[src/rtl/deadlock_monitor_pkg.sv]
// deadlock_monitor_pkg
// Shared definitions for the dataflow deadlock monitors:
//   - default child-process count and default hold time
//   - width helper for the consecutive-cycle counter
//   - WATCH / DEADLOCKED state encoding
package deadlock_monitor_pkg;

  localparam int DEF_NUM_AXIS    = 2;
  localparam int DEF_HOLD_CYCLES = 1000;

  typedef enum logic {
    WATCH      = 1'b0,
    DEADLOCKED = 1'b1
  } mon_state_t;

  // floor(log2(hold)) + 1 : wide enough to hold HOLD_CYCLES-1 for any legal hold.
  function automatic int cnt_width(input int hold);
    int w;
    w = 1;
    for (int v = hold; v > 1; v = v >> 1) begin
      w++;
    end
    return w;
  endfunction

endpackage

[src/rtl/deadlock_hold_counter.sv]
// deadlock_hold_counter
// Counts consecutive cycles with en=1 and flags the cycle in which the
// HOLD_CYCLES-th consecutive true sample is presented. The count saturates at
// the terminal value and never wraps; freeze holds it unchanged.
// Ports:
//   clock  in  rising-edge clock
//   reset  in  asynchronous active-high reset (count -> 0)
//   en     in  condition being timed
//   freeze in  hold the count and suppress done
//   done   out high while the current sample completes the hold time
module deadlock_hold_counter
  import deadlock_monitor_pkg::*;
#(
  parameter int HOLD_CYCLES = DEF_HOLD_CYCLES
) (
  input  logic clock,
  input  logic reset,
  input  logic en,
  input  logic freeze,
  output logic done
);

  localparam int CW = cnt_width(HOLD_CYCLES);
  localparam logic [CW-1:0] TERM = CW'(HOLD_CYCLES - 1);

  logic [CW-1:0] cnt;

  // The count already holds HOLD_CYCLES-1 prior true samples, so the current
  // true sample is the one that completes the hold time.
  assign done = en & ~freeze & (cnt == TERM);

  always_ff @(posedge clock or posedge reset) begin
    if (reset) begin
      cnt <= '0;
    end else if (!freeze) begin
      if (!en) begin
        cnt <= '0;
      end else if (cnt != TERM) begin
        cnt <= cnt + 1'b1;
      end
    end
  end

endmodule

[src/rtl/deadlock_idx0_monitor.sv]
// deadlock_idx0_monitor
// Deadlock detector for one kernel dataflow region. Raises a sticky block flag
// once every process has been idle or blocked (with at least one blocked) for
// HOLD_CYCLES consecutive cycles.
// Ports:
//   clock            in  rising-edge clock
//   reset            in  asynchronous active-high reset
//   axis_block_sigs  in  [NUM_AXIS] bit k-1: child k stalled on its stream
//   inst_idle_sigs   in  [NUM_INST] bit i: process i idle (index 0 = top)
//   inst_block_sigs  in  [1] top-level process blocked on a sub-instance
//   block            out sticky deadlock indication
// Optional feature: define DEADLOCK_MONITOR_REPORT_EN to capture the input
// vectors at detection and print one simulation message per detection.
module deadlock_idx0_monitor
  import deadlock_monitor_pkg::*;
#(
  parameter int NUM_AXIS    = DEF_NUM_AXIS,
  parameter int NUM_INST    = NUM_AXIS + 1,
  parameter int HOLD_CYCLES = DEF_HOLD_CYCLES
) (
  input  logic                clock,
  input  logic                reset,
  input  logic [NUM_AXIS-1:0] axis_block_sigs,
  input  logic [NUM_INST-1:0] inst_idle_sigs,
  input  logic [0:0]          inst_block_sigs,
  output logic                block
);

  mon_state_t state, state_next;
  logic any_blocked;
  logic all_quiet;
  logic cond;
  logic done;
  logic freeze;

  // All idle with nothing blocked is a clean finish, hence the any_blocked term.
  always_comb begin
    any_blocked = (|axis_block_sigs) | inst_block_sigs[0];
    all_quiet   = inst_idle_sigs[0] | inst_block_sigs[0] | any_blocked;
    for (int k = 1; k <= NUM_AXIS; k++) begin
      all_quiet = all_quiet & (inst_idle_sigs[k] | axis_block_sigs[k-1]);
    end
    cond = any_blocked & all_quiet;
  end

  assign freeze = (state == DEADLOCKED);

  deadlock_hold_counter #(
    .HOLD_CYCLES(HOLD_CYCLES)
  ) u_hold (
    .clock (clock),
    .reset (reset),
    .en    (cond),
    .freeze(freeze),
    .done  (done)
  );

  always_ff @(posedge clock or posedge reset) begin
    if (reset) begin
      state <= WATCH;
    end else begin
      state <= state_next;
    end
  end

  always_comb begin
    state_next = state;
    block      = 1'b0;
    case (state)
      WATCH: begin
        if (done) begin
          state_next = DEADLOCKED;
        end
      end
      DEADLOCKED: begin
        block = 1'b1;
      end
      default: begin
        state_next = WATCH;
      end
    endcase
  end

`ifdef DEADLOCK_MONITOR_REPORT_EN
  logic [NUM_AXIS-1:0] dbg_axis_block;
  logic [NUM_INST-1:0] dbg_inst_idle;
  logic [0:0]          dbg_inst_block;

  // Only the single WATCH->DEADLOCKED edge captures, so one message per detection.
  always_ff @(posedge clock or posedge reset) begin
    if (reset) begin
      dbg_axis_block <= '0;
      dbg_inst_idle  <= '0;
      dbg_inst_block <= '0;
    end else if (state == WATCH && done) begin
      dbg_axis_block <= axis_block_sigs;
      dbg_inst_idle  <= inst_idle_sigs;
      dbg_inst_block <= inst_block_sigs;
      $display("%0t: deadlock detected axis_block_sigs=%b inst_idle_sigs=%b inst_block_sigs=%b",
               $time, axis_block_sigs, inst_idle_sigs, inst_block_sigs);
    end
  end
`endif

endmodule

[config.mk]
export PLATFORM = sky130hd
export DESIGN_NAME = deadlock_idx0_monitor
export DESIGN_NICKNAME = d
export VERILOG_FILES = /design/src/rtl/deadlock_monitor_pkg.sv /design/src/rtl/deadlock_hold_counter.sv /design/src/rtl/deadlock_idx0_monitor.sv
export SDC_FILE = /design/constraint.sdc
export NUM_CORES = 1
export LEC_CHECK = 0
export ABC_CLOCK_PERIOD_IN_PS = 2540
export CAP_MARGIN = 20
export CORE_MARGIN = 4
export CORE_UTILIZATION = 45
export CTS_CLUSTER_DIAMETER = 30
export CTS_CLUSTER_SIZE = 24
export DETAILED_ROUTE_END_ITERATION = 10
export PLACE_DENSITY = 0.77
export SYNTH_ARGS = -nofsm -noshare
export SYNTH_HDL_FRONTEND = slang
export SYNTH_HIERARCHICAL = 1
export SYNTH_SLANG_ARGS = --single-unit
[constraint.sdc]
create_clock -name clock -period 2.54 [get_ports clock]
set_input_delay 0.508 -clock clock [delete_from_list [all_inputs] [get_ports clock]]
set_output_delay 0.508 -clock clock [all_outputs]
set_load 0.03 [all_outputs]
==> results.py <==
metrics = {
    "critical_path": {
        "cp.required_ns": 2.72,
        "critPathLaunchType": "primary input",
        "cp_slowest_cell": "o41ai_4",
        "crit_chain": "clkdlybuf4s50_1 > o22ai_1 > nor2_1 > nand2b_1 > o41ai_4 > o21ai_0 > o31ai_1",
        "endpoint_kind": "flip-flop",
        "cp_data_arrival_time_ns": 2.22,
        "critPathMaxFanout": 9,
        "max_stage_delay_ns": 0.57,
        "critPathKind": "primary input to flip-flop",
    },
    "global_route": {
        "overflow": 0,
        "grt_pass1_vias": 534,
        "grt_use_total_pct": 16.1,
        "antenna_found_initial": 0,
        "grt_max_degree": 11,
        "grt_pass1_wl_um": 2380,
    },
    "route": {
        "drt_iter0_drc": 25,
        "vias": 601,
        "routed_wl_um": 1390,
        "dr.pass1.iters": 4,
        "via_per_inst": 5.95,
        "antenna_left": 0,
        "wire_per_inst_um": 13.8,
        "drc": 0,
    },
    "hold_path": {
        "hold_path.class": "primary input to async pin",
    },
    "cts": {
        "clk_latency_ns": 0.27,
        "cts_buffers": 3,
        "clock-sinks": 11,
        "hold_buffers": 0,
        "cts_setup_buffers": 0,
        "cts_resized": 0,
        "h-tree-depth": 1,
        "cts-root-buf": "clkbuf_4",
        "tritoncts": "yes",
        "path_clk_slew_ns": 0.07,
        "clockBufferDepth": 2,
    },
    "floorplanning": {
        "die_w_um": 46.3,
        "core_um2": 1330,
        "ios": 9,
        "start_util_pct": 49.5,
        "rows": 13,
        "fp.dieH_um": 46.3,
        "die_area_um2": 2150,
    },
    "logic_synthesis": {
        "yosysUniqueCellTypes": 28,
        "synth_area_leader_cell": "dfrtp_1",
        "seq_area_frac_synth_pct": 41.7,
        "synth_edf_count": 0,
        "ys_ff_latch": 11,
        "yosysWarnings": 6,
        "synthDominantCellAreaShare_pct": 41.7,
        "postSynth.asyncResetShare_pct": 100,
        "synth_nets": 84,
        "synth_ff_type": "dfrtp_1",
        "synth_common_cells": "dfrtp_1 (11), o21ai_0 (11), nand2_1 (10)",
        "yosys-top-cells-area": "dfrtp_1 (42%), o21ai_0 (8.3%), nand2_1 (5.7%)",
        "syn_inst": 75,
        "syn_area_um2": 661,
        "avgSynthCellArea_um2": 8.81,
    },
    "finish": {
        "diodes": 0,
        "syn_to_final_growth_pct": 17.8,
        "drive_gt1_share_pct": 12.8,
        "fin_nets": 96,
    },
    "timing": {
        "fin_crit_sh_pct": 80.5,
        "setup_tns_ns": 0,
        "max_clock_freq_mhz": 489,
        "rsz0062_at_grt": "false",
        "setup_viol": 0,
        "period_minus_slack_ns": 2.04,
        "slew_violations": 0,
        "worstMarginPinSlew_ns": 0.520,
        "fin_skew_ns": 0.000621,
        "relSlewSlack_pct": 65.2,
        "setup_ws_ns": 0.496,
        "finalHoldViolCount": 0,
    },
    "pwr": {
        "p_leak_nw": 0.325,
        "peakVddDrop_uv": 261,
        "powerDensity_nw_per_um2": 455,
        "p_total_w": 0.000354,
    },
    "placement": {
        "place_hpwl_um": 1030,
        "dp_slack_ns": 0.215,
        "portBuffers": 7,
        "place_congestion": 0.802,
    },
    "job": {
        "max_cap_viol_count": 0,
    },
    "run_status": {
        "outcome": "completed",
    },
}
## logic make-up (layout without fill, tap and decap cells)
group	count (synthesis)	after routing	synth area share (%)
compound gates	22	22	23.7
simple gates	34	34	28.6
flops	11	11	41.7
fa+ha+maj	1	1	1.89
buf+inv	7	18	4.17
## registers in the layout, summed over array words and instances, names as in the netlist
name        flops
freeze          1
u_hold/cnt     10
## layout by cell type (no fill, tap or decap), types with 2 or more instances in the layout
cell / synthesis / routed
nor3_1: 3 / 3
o21ai_0: 11 / 11
nand2b_1: 3 / 3
nor2_1: 2 / 2
nand2_1: 10 / 10
a21oi_1: 2 / 2
o21a_1: 2 / 2
or4_1: 2 / 2
nand3_1: 4 / 4
clkbuf_4: 0 / 3
clkdlybuf4s50_1: 0 / 7
o311ai_0: 2 / 2
dfrtp_1: 11 / 11
inv_1: 6 / 6
nand4_1: 2 / 2
## routing by layer
| metal | GRT usage [%] | routed length (um) | vias up |
|---|---|---|---|
| met1 | 21.8 | 663 | 291 |
| met4 | 10.2 | 19 | 0 |
| li1 | - | - | 297 |
| met5 | 0 | 0 | - |
| met2 | 22.8 | 636 | 11 |
| met3 | 3.52 | 71 | 2 |
## critical path: cells and delay by family
kind | cells | cell delay [ns]
AO/OA/AOI/OAI | 4 | 0.94
buffers and inverters | 1 | 0.49
AND/OR/NAND/NOR | 2 | 0.27
## where the power goes
part	switching, W	internal (W)	leakage, nW
sequential	0.00000825	0.000181	0.151
clock	0.0000585	0.0000608	0.0150
combinational	0.0000230	0.0000219	0.159
## path summary, 6_finish.rpt
| check | start | endpoint | slack (ns) | cells past startpoint |
|---|---|---|---|---|
| min | reset | freeze$_DFF_PP0_ | 0.40 | 2 |
| min in group clock | u_hold/cnt[1]$_DFFE_PP0P_ | u_hold/cnt[1]$_DFFE_PP0P_ | 0.54 | 2 |
| max | axis_block_sigs[0] | u_hold/cnt[3]$_DFFE_PP0P_ | 0.50 | 7 |
| max in group asynchronous | reset | u_hold/cnt[5]$_DFFE_PP0P_ | 1.71 | 2 |
| max reg2reg | u_hold/cnt[0]$_DFFE_PP0P_ | u_hold/cnt[3]$_DFFE_PP0P_ | 0.87 | 5 |
| min reg2reg | u_hold/cnt[1]$_DFFE_PP0P_ | u_hold/cnt[1]$_DFFE_PP0P_ | 0.54 | 2 |
## cell type report
class | instances | area [um^2]
Clock buffer | 4 | 26.3
Inverter | 6 | 22.5
Tap cell | 15 | 18.8
Multi-Input combinational cell | 57 | 358
Fill cell | 126 | 556
Timing Repair Buffer | 8 | 77.6
Sequential cell | 11 | 275
## per-stage QoR
step                hold slack [ns]  cells  area [um^2]  utilization, %
floorplan                     0.237     75          661               -
global placement              0.515     97          752            56.4
detailed placement            0.528     97          752            56.4
CTS                           0.390    101          778            58.3
global route                  0.401    101          778            58.3
finish                        0.396    101          778            58.3
No activity file was read; power rests on OpenSTA's default activity.
